`src/rtl/mem_bus_arbiter.sv`:
```
// mem_bus_arbiter
// Shares one single-beat downstream memory port between the core's
// instruction bus (ibus, fetch) and data bus (dbus, memory stage).
// A single requester owns the port from grant to mresp_data_ok. Its request
// fields are latched at grant, responses are steered back to it only, and the
// other requester sees nothing until its own turn.
//
// Build option:
//   MEM_ARB_RR_EN  defined   -> round-robin between ibus/dbus when both
//                               request in IDLE (last_grant register built)
//                  undefined -> fixed dbus priority in IDLE
module mem_bus_arbiter #(
  parameter int ADDR_W = 64,
  parameter int DATA_W = 64
) (
  input  logic              clk,
  input  logic              reset,

  // instruction bus
  input  logic              ireq_valid,
  input  logic [ADDR_W-1:0] ireq_addr,
  output logic              iresp_addr_ok,
  output logic              iresp_data_ok,
  output logic [31:0]       iresp_data,

  // data bus
  input  logic              dreq_valid,
  input  logic [ADDR_W-1:0] dreq_addr,
  input  logic [2:0]        dreq_size,
  input  logic [7:0]        dreq_strobe,
  input  logic [DATA_W-1:0] dreq_data,
  output logic              dresp_addr_ok,
  output logic              dresp_data_ok,
  output logic [DATA_W-1:0] dresp_data,

  // downstream memory port
  output logic              mreq_valid,
  output logic [ADDR_W-1:0] mreq_addr,
  output logic [2:0]        mreq_size,
  output logic [7:0]        mreq_strobe,
  output logic [DATA_W-1:0] mreq_data,
  input  logic              mresp_addr_ok,
  input  logic              mresp_data_ok,
  input  logic [DATA_W-1:0] mresp_data
);

  localparam logic [1:0] ST_IDLE  = 2'd0;
  localparam logic [1:0] ST_GNT_I = 2'd1;
  localparam logic [1:0] ST_GNT_D = 2'd2;

  // Fetches are always 4-byte reads.
  localparam logic [2:0] IBUS_SIZE = 3'b010;

  // ---------------------------------------------------------------------------
  // State and latched request
  // ---------------------------------------------------------------------------
  logic [1:0]        state_q,   state_d;
  logic [ADDR_W-1:0] addr_q,    addr_d;
  logic [2:0]        size_q,    size_d;
  logic [7:0]        strobe_q,  strobe_d;
  logic [DATA_W-1:0] data_q,    data_d;
  logic              abandon_q, abandon_d;

`ifdef MEM_ARB_RR_EN
  // 0 = ibus was granted last, 1 = dbus was granted last.
  logic              last_grant_q, last_grant_d;
`endif

  // ---------------------------------------------------------------------------
  // Decoded view of the current owner
  // ---------------------------------------------------------------------------
  logic gnt_i;
  logic gnt_d;
  logic owner_valid;
  logic owner_live;
  logic served_done;
  logic arb_window;

  // Decode owner, whether it is still listening, and whether an arbitration
  // decision is taken at the coming edge (in IDLE or on completion).
  always_comb begin
    gnt_i       = (state_q == ST_GNT_I);
    gnt_d       = (state_q == ST_GNT_D);
    owner_valid = (gnt_i & ireq_valid) | (gnt_d & dreq_valid);
    // A requester that dropped valid (now or earlier in this transaction)
    // gets no further handshakes for it.
    owner_live  = owner_valid & ~abandon_q;
    served_done = (gnt_i | gnt_d) & mresp_data_ok;
    arb_window  = (state_q == ST_IDLE) | served_done;
  end

  // ---------------------------------------------------------------------------
  // Arbitration
  // ---------------------------------------------------------------------------
  logic cand_i;
  logic cand_d;
  logic pick_i;
  logic pick_d;

  // Choose the next owner. The requester just served is excluded, so on
  // completion the other one is handed the port directly if it is waiting.
  always_comb begin
    cand_i = ireq_valid & ~gnt_i;
    cand_d = dreq_valid & ~gnt_d;
    pick_i = 1'b0;
    pick_d = 1'b0;
    if (arb_window) begin
      if (cand_i && cand_d) begin
        // Both can only be candidates in IDLE.
`ifdef MEM_ARB_RR_EN
        pick_i = last_grant_q;
        pick_d = ~last_grant_q;
`else
        pick_d = 1'b1;
`endif
      end else begin
        pick_i = cand_i;
        pick_d = cand_d;
      end
    end
  end

  // ---------------------------------------------------------------------------
  // Next-state, request latch and abandon tracking
  // ---------------------------------------------------------------------------

  // Compute the next owner and capture the winner's request fields at grant.
  always_comb begin
    state_d   = state_q;
    addr_d    = addr_q;
    size_d    = size_q;
    strobe_d  = strobe_q;
    data_d    = data_q;
    abandon_d = abandon_q;
    if (arb_window) begin
      abandon_d = 1'b0;
      if (pick_d) begin
        state_d  = ST_GNT_D;
        addr_d   = dreq_addr;
        size_d   = dreq_size;
        strobe_d = dreq_strobe;
        data_d   = dreq_data;
      end else if (pick_i) begin
        state_d  = ST_GNT_I;
        addr_d   = ireq_addr;
        size_d   = IBUS_SIZE;
        strobe_d = 8'h00;
        data_d   = {DATA_W{1'b0}};
      end else begin
        state_d  = ST_IDLE;
      end
    end else if (!owner_valid) begin
      // Owner gave up; the downstream beat still finishes (a store must land),
      // but its handshakes are swallowed from now on.
      abandon_d = 1'b1;
    end
  end

`ifdef MEM_ARB_RR_EN
  // Remember who was granted last, updated on every grant.
  always_comb begin
    last_grant_d = last_grant_q;
    if (pick_d) begin
      last_grant_d = 1'b1;
    end else if (pick_i) begin
      last_grant_d = 1'b0;
    end
  end
`endif

  // State registers; reset returns to IDLE at once, dropping mreq_valid.
  always_ff @(posedge clk or negedge reset) begin
    if (!reset) begin
      state_q   <= ST_IDLE;
      addr_q    <= '0;
      size_q    <= '0;
      strobe_q  <= '0;
      data_q    <= '0;
      abandon_q <= 1'b0;
    end else begin
      state_q   <= state_d;
      addr_q    <= addr_d;
      size_q    <= size_d;
      strobe_q  <= strobe_d;
      data_q    <= data_d;
      abandon_q <= abandon_d;
    end
  end

`ifdef MEM_ARB_RR_EN
  // Round-robin history register.
  always_ff @(posedge clk or negedge reset) begin
    if (!reset) begin
      last_grant_q <= 1'b0;
    end else begin
      last_grant_q <= last_grant_d;
    end
  end
`endif

  // ---------------------------------------------------------------------------
  // Downstream request: purely from registers, never from requester inputs
  // ---------------------------------------------------------------------------
  assign mreq_valid  = (state_q != ST_IDLE);
  assign mreq_addr   = addr_q;
  assign mreq_size   = size_q;
  assign mreq_strobe = strobe_q;
  assign mreq_data   = data_q;

  // ---------------------------------------------------------------------------
  // Response steering
  // ---------------------------------------------------------------------------
  logic [31:0] ibus_word;

  // Route handshakes to the live owner only; data buses are zero unless their
  // data_ok is high. The ibus word is picked by address bit 2 of the fetch.
  always_comb begin
    iresp_addr_ok = gnt_i & owner_live & mresp_addr_ok;
    iresp_data_ok = gnt_i & owner_live & mresp_data_ok;
    dresp_addr_ok = gnt_d & owner_live & mresp_addr_ok;
    dresp_data_ok = gnt_d & owner_live & mresp_data_ok;

    ibus_word     = addr_q[2] ? mresp_data[63:32] : mresp_data[31:0];
    iresp_data    = iresp_data_ok ? ibus_word : 32'h0;
    dresp_data    = dresp_data_ok ? mresp_data : {DATA_W{1'b0}};
  end

endmodule

```
`config.mk`:
```
export PLATFORM = sky130hd
export DESIGN_NAME = mem_bus_arbiter
export DESIGN_NICKNAME = d
export VERILOG_FILES = /design/src/rtl/mem_bus_arbiter.sv
export SDC_FILE = /design/constraint.sdc
export NUM_CORES = 1
export LEC_CHECK = 0
export ABC_AREA = 1
export CORE_AREA = 2 2 200 202
export CTS_BUF_LIST = sky130_fd_sc_hd__clkbuf_8
export CTS_CLUSTER_DIAMETER = 40
export DETAILED_ROUTE_END_ITERATION = 7
export DIE_AREA = 0 0 202 204
export PLACE_DENSITY = 0.59
export RECOVER_POWER = 25
export SYNTH_ARGS = -nofsm -noshare
export SYNTH_HDL_FRONTEND = slang
export SYNTH_SLANG_ARGS = --single-unit
```
`constraint.sdc`:
```
create_clock -name clk -period 1.9 [get_ports clk]
set_input_delay 0.285 -clock clk [delete_from_list [all_inputs] [get_ports clk]]
set_output_delay 0.285 -clock clk [all_outputs]
set_load 0.05 [all_outputs]
```
==> metrics.txt, run 1 <==
status=finished with violations; failing checks=negative setup slack; max-cap violations=0; top post-synthesis cells by count=nand2_1, dfrtp_1, nand3_1, nor2_1, inv_1; clock latency on the worst-skew pair=0.47 ns; setup violators final=236; most used cell, CP=buf_12; H-tree levels=4; crit-path max cell delay=0.42 ns; Final Skew=0.0135 ns; fin crit period=2.43 ns; CTS Buf Count=17; Area Overhead vs Synth=123%; DRC viols=0; placed cell count=2109; Worst Path Arrival=2.14 ns; setup TNS=-57.69 ns; RSZ-0062 raised after global routing=true; yosys warns=0; total wire length=39700 microns; Syn Inst Count=1084; Post-DP HPWL=28900 microns; sequential share of power=0.206; Leak=0.00814 uW; most frequent cell after synthesis=nand2_1; Worst Setup Slack, final=-0.525 ns; deepest clock path buffer count=2; Nets=1924; Async SR Flop Fraction=1.00; DR vias/cell=4.25; combinational power share=0.689; Synth area leader=dfrtp_1; CTS root buf=clkbuf_8; full die area=41200 sq um; Routed Antenna Nets=0; wire per inst=18.1 microns; PwrDens=1480 nW/um^2; layout cells sized above 1=0.228; number of port buffers=512; Clock transition at path regs=0.09 ns; first-pass GRT wire length=56500 microns; post-synth top area share=0.479; Top delay family on crit path=buffers and inverters; Internal Power=11600 uW; CP Max Fanout=10; Post-Syn Nets=1361; number of fill cells=3838; HP Class=in2reg; Mean Syn Cell Area=6.85 sq um; via count=9284; endpoints failing hold=0; All-Layer GR Usage=0.182; Num Clock Sinks=142; Worst VDD drop=0.000967 V; core area=39200 sq um; Final Max Tran Viols=0; # IOs=513; Critical Path RT=1.62 ns; Placer Congestion=0.938; Synth Cell Area=7420 sq um; crit path cell chain=inv_2 > ha_4 > inv_2 > o21ai_4 > buf_6 > nand4_1 > buf_12 > buf_12 > nor2_4 > buf_12; Chip Height=204 microns; period utilization=1.28; initial core utilization=0.189; Die Width=202 microns; initial DRC count=335; EDFF count, synth=0; net switching power=12900 uW; largest net degree at the start of global routing=50; Slowest cell on crit path=dfrtp_1; vias in the first global route=9437; synthesized flop and latch total=142; Worst setup SP type=flip-flop; Worst Path Buf+Inv=6; Final Non-Filler Cells=2186; clock power share=0.105; switch share=0.528; Worst Max-Slew Pin Slew=1.20 ns; first-pass iteration count of the detailed router=6; Top FF cell, synth=dfrtp_1; site row count=73; CP endpoint kind=primary output; Slew headroom=0.199; fmax=412 MHz; top post-synthesis cells by area=dfrtp_1, nand2_1, nand3_1; initial antenna violation count=4; global route overflow=0; crit path kind=reg2out; distinct cell type count after synthesis=16; CTS tree=built; post-synthesis sequential area ratio=0.479
power groups by stage:
| stage | Sequential (uW) | Combinational, uW | Clock, uW |
|---|---|---|---|
| 3_3_place_gp | 5060 | 15300 | 0 |
| 3_5_place_dp | 5100 | 15400 | 0 |
| 5_1_grt | 5200 | 18000 | 2790 |
| 4_1_cts | 5040 | 16000 | 2680 |
| 2_1_floorplan | 9420 | 4830 | 0 |
| 6_report | 5040 | 16900 | 2580 |
layout by cell type (no fill, tap or decap), types with 3 or more instances in the layout:
cell type / synthesis / layout
a21oi_1: 34 / 34
dfrtp_1: 142 / 141
nor2_1: 132 / 34
clkdlybuf4s50_1: 0 / 271
nor2_2: 1 / 5
buf_12: 0 / 127
buf_8: 0 / 3
inv_2: 3 / 6
dlygate4sd2_1: 0 / 116
buf_4: 0 / 57
clkbuf_16: 0 / 10
inv_6: 0 / 3
clkinv_4: 0 / 4
bufbuf_16: 0 / 3
buf_16: 0 / 10
nand2_1: 473 / 469
inv_1: 72 / 68
nand3_1: 141 / 141
clkinvlp_4: 0 / 3
nor2_4: 0 / 94
buf_6: 0 / 19
clkbuf_8: 0 / 18
registers in the layout, summed over array words and instances (netlist names):
name         cells
mreq_size        3
abandon_q        1
mreq_data       64
state_q          2
mreq_addr       64
mreq_strobe      8
cells by family after synthesis:
group | synth area share
AOI/OAI and AO/OA | 0.0266
DFF | 0.479
and+or+nand+nor | 0.404
buffers and inverters | 0.0834
adders and majority gates | 0.00674
per-layer routing:
layer | routed length (microns) | up-vias | track usage
met4 | 1420 | 0 | 0.0785
met5 | 0 | - | 0
li1 | - | 4452 | -
met3 | 2810 | 67 | 0.0507
met1 | 15000 | 4343 | 0.198
met2 | 20400 | 422 | 0.331
final timing paths:
| check | start | end | slack (ns) | depth (start not counted) |
|---|---|---|---|---|
| worst max-delay path | state_q[0] | iresp_data[10] | -0.53 | 10 |
| worst min-delay path | dreq_data[3] | mreq_data[3] | 0.36 | 3 |
| worst max register to register | state_q[0] | mreq_data[33] | -0.13 | 11 |
| worst min register to register | mreq_data[18] | mreq_data[18] | 0.47 | 2 |
| max in group asynchronous | reset | mreq_addr[2] | 0.25 | 3 |
| min in group asynchronous | reset | mreq_data[46] | 0.58 | 2 |
stage by stage:
stage	total power, uW	hold WS, ns	area [sq um]	utilization	setup WS (ns)
floorplan	14200	-0.0106	8130	-	-0.135
global route	26000	0.322	16500	0.422	-0.666
global placement	20400	0.254	15300	0.391	-0.347
detailed placement	20500	0.254	15300	0.391	-0.344
finish	24500	0.357	16500	0.422	-0.525
CTS	23700	0.268	16200	0.413	-0.594
worst min-delay path, delay by kind of cell:
kind / cells / cell delay (ns)
buffers and inverters: 1 / 0.39
and+or+nand+nor: 2 / 0.13
area by class of cell:
type	count	area (sq um)	area share
timing repair buffer	619	7600	0.459
multi-input combinational	792	4040	0.244
sequential	142	3550	0.215
tap	525	657	0.0397
inverter	75	285	0.0172
clock buffer	18	248	0.0150
clock inverter	14	158	0.00953
antenna	1	2.50	0.000151
what timing repair did:
item	4_1_cts	5_1_grt
setup endpoints to repair	222	239
resized for setup	159	16
buffers inserted	18	5
hold endpoints to repair	41	0
pin swaps	8	4
cloned	8	12
hold buffers	1	0
Note: power is estimated with default switching activity, not from simulation.
==> inputs of run 2 (changes only) <==
SLEW_MARGIN = 25   (was not set)
==> results of run 2 <==
No change in the layout: final DEF, timing and power equal those of run 1.
==> inputs of run 3 (changes only) <==
GPL_TIMING_DRIVEN = 0   (was not set)
==> run 3 against run 2 <==
  * The flow still finishes with violations (negative setup slack)
  * Clock power about the same
  * Worst setup slack got worse by 0.058 ns
  * First-iteration DRC count increased by 25%
  * Non-clock buffer count is 27 higher
  * Cell count is 1.6% higher
  * Register-to-register slack improved by 0.07 ns
  * Die area unchanged
  * Sequential share of layout area is 0.13 points lower
  * Fmax down 2.3%
  * Critical path type unchanged
  * Largest cell class unchanged
  * Largest power group unchanged
==> metrics.txt, run 3 (synthesized netlist as in run 1, its figures left out) <==
# IOs=513 (unchanged); Worst Max-Slew Pin Slew=0.962 ns (-0.239 ns); first-pass iteration count of the detailed router=4 (-2); All-Layer GR Usage=0.192 (+0.0103); initial antenna violation count=8 (+4); crit path kind=reg2out; Area Overhead vs Synth=124%; clock latency on the worst-skew pair=0.49 ns (+0.02 ns); Placer Congestion=0.977 (+4.1%); leading cell type in the layout, fill and taps excluded=nand2_1; Chip Height=204 microns (unchanged); period utilization=1.31 (+0.0307); Die Width=202 microns (unchanged); RSZ-0062 raised after global routing=true; Worst Setup Slack, final=-0.584 ns (-0.0583 ns); core area=39200 sq um (unchanged); most frequent cells in the layout=nand2_1, clkdlybuf4s50_1, dfrtp_1; largest net degree at the start of global routing=80 (+60%); Routed Antenna Nets=0 (unchanged); full die area=41200 sq um (unchanged); Post-DP HPWL=31600 microns (+9.3%); DRC viols=0 (unchanged); vias in the first global route=9738 (+3.2%); Leak=0.00961 uW (+18%); Worst VDD drop=0.000925 V (-4.3%); Num Clock Sinks=142 (unchanged); Critical Path RT=1.62 ns (about the same); setup violators final=139 (-41%); CP endpoint kind=primary output; global route overflow=0 (unchanged); fin crit period=2.48 ns (+0.0583 ns); status=finished with violations; Worst Path Arrival=2.20 ns (+0.06 ns); Post-DP Area=13900 sq um (-9.0%); CTS tree=built; wire per inst=19.3 microns (+6.5%); Final Skew=0.0145 ns (+0.00105 ns); max-cap violations=0 (unchanged); deepest clock path buffer count=2 (unchanged); layout cells sized above 1=0.235 (+0.00702); number of port buffers=512 (unchanged); H-tree levels=4 (unchanged); via count=9404 (+1.3%); initial DRC count=418 (+25%); number of fill cells=3833 (-0.13%); HP Class=in2reg; site row count=73 (unchanged); post-layout util=0.425 (+0.00262); design area=16600 sq um (+0.62%); met3 WL post-DR=3290 microns (+17%); CP Max Fanout=7 (-3); fmax=403 MHz (-2.3%); Slew headroom=0.358 (+0.159); DR vias/cell=4.24 (-0.26%); CTS root buf=clkbuf_8; metal2 WL=23100 microns (+13%); wire length on met1=15100 microns (+0.29%); endpoints failing hold=0 (unchanged); CTS Buf Count=17 (unchanged); Clock transition at path regs=0.09 ns (about the same); PwrDens=1530 nW/um^2 (+3.3%); DR top layer=met4; failing checks=negative setup slack; Final Max Tran Viols=0 (unchanged); Worst setup SP type=flip-flop; Nets=1952 (+1.5%); first-pass GRT wire length=59100 microns (+4.5%); initial core utilization=0.189 (unchanged); total wire length=42900 microns (+8.2%)
## run 3: changes by cell type in the layout (fill, tap and decap cells not counted), moves of 8 or more
cell and change:
dlygate4sd2_1 -116, buf_4 -31, clkbuf_16 +14, clkbuf_4 +9, buf_8 +53, dlymetal6s2s_1 +139
nand2_1 -10, clkbuf_2 +8, buf_6 +57, buf_12 -110, buf_2 +10
## run 3: worst paths after layout
path | startpoint | endpoint | slack [ns] | depth (start not counted)
max in group asynchronous | reset | mreq_addr[54] | 0.22 | 3
worst min register to register | mreq_strobe[7] | mreq_strobe[7] | 0.47 | 2
worst max-delay path | state_q[0] | dresp_data[51] | -0.58 | 10
min in group asynchronous | reset | mreq_data[34] | 0.49 | 2
worst max register to register | state_q[1] | mreq_strobe[6] | -0.06 | 13
worst min-delay path | dreq_data[40] | mreq_data[40] | 0.34 | 3
## run 3: routing by layer
metal | GRT usage | vias to the layer above
li1 | - | 4523
met1 | 0.194 | 4425
met2 | 0.358 | 391
met3 | 0.0641 | 65
met4 | 0.0872 | 0
met5 | 0 | -
## run 3: power by group
group,switching [uW],internal (uW),total (uW),leakage (uW)
Combinational,11100,6710,17900,0.00761
Clock,1360,1240,2590,0.000195
Sequential,694,4350,5040,0.00180
## run 3: final cells by class
class	instances	area [sq um]	share of cell area
clock buffer	19	262	0.0157
timing repair buffer	575	6750	0.405
buffer	71	861	0.0517
tap	525	657	0.0395
antenna	8	20.0	0.00120
multi-input combinational	793	4120	0.248
sequential	142	3550	0.214
clock inverter	12	136	0.00819
inverter	75	285	0.0171
## run 3: repair_timing
| action | 4_1_cts | 5_1_grt |
|---|---|---|
| pin swaps | 8 | 20 |
| cloned | 4 | 23 |
| gates resized for setup | 769 | 371 |
| hold endpoints to repair | 63 | 0 |
| setup buffers | 13 | 25 |
| hold buffers | 1 | 0 |
| setup endpoints to repair | 382 | 379 |
## run 3: stage by stage
step | cells | worst slack (ns) | TNS, ns | total power [uW] | hold WS [ns]
after floorplan | 1084 | -0.135 | -3.70 | 14200 | -0.0106
after global placement | 2121 | -6.38 | -997.54 | 19800 | 0.453
after detailed placement | 2122 | -1.25 | -178.75 | 19900 | 0.278
after CTS | 2171 | -0.661 | -82.00 | 23100 | 0.288
after global routing | 2216 | -0.692 | -71.84 | 27000 | 0.314
final | 2220 | -0.584 | -49.50 | 25500 | 0.341
## run 3: worst max-delay path, stage by stage, from the launching register on
cell and delay (ns):
dfrtp_1 0.41, inv_2 0.09, ha_4 0.13, inv_2 0.04, o21ai_4 0.15, nand4_1 0.12, buf_6 0.17, buf_12 0.15
buf_16 0.15, nor2_4 0.15, buf_8 0.16
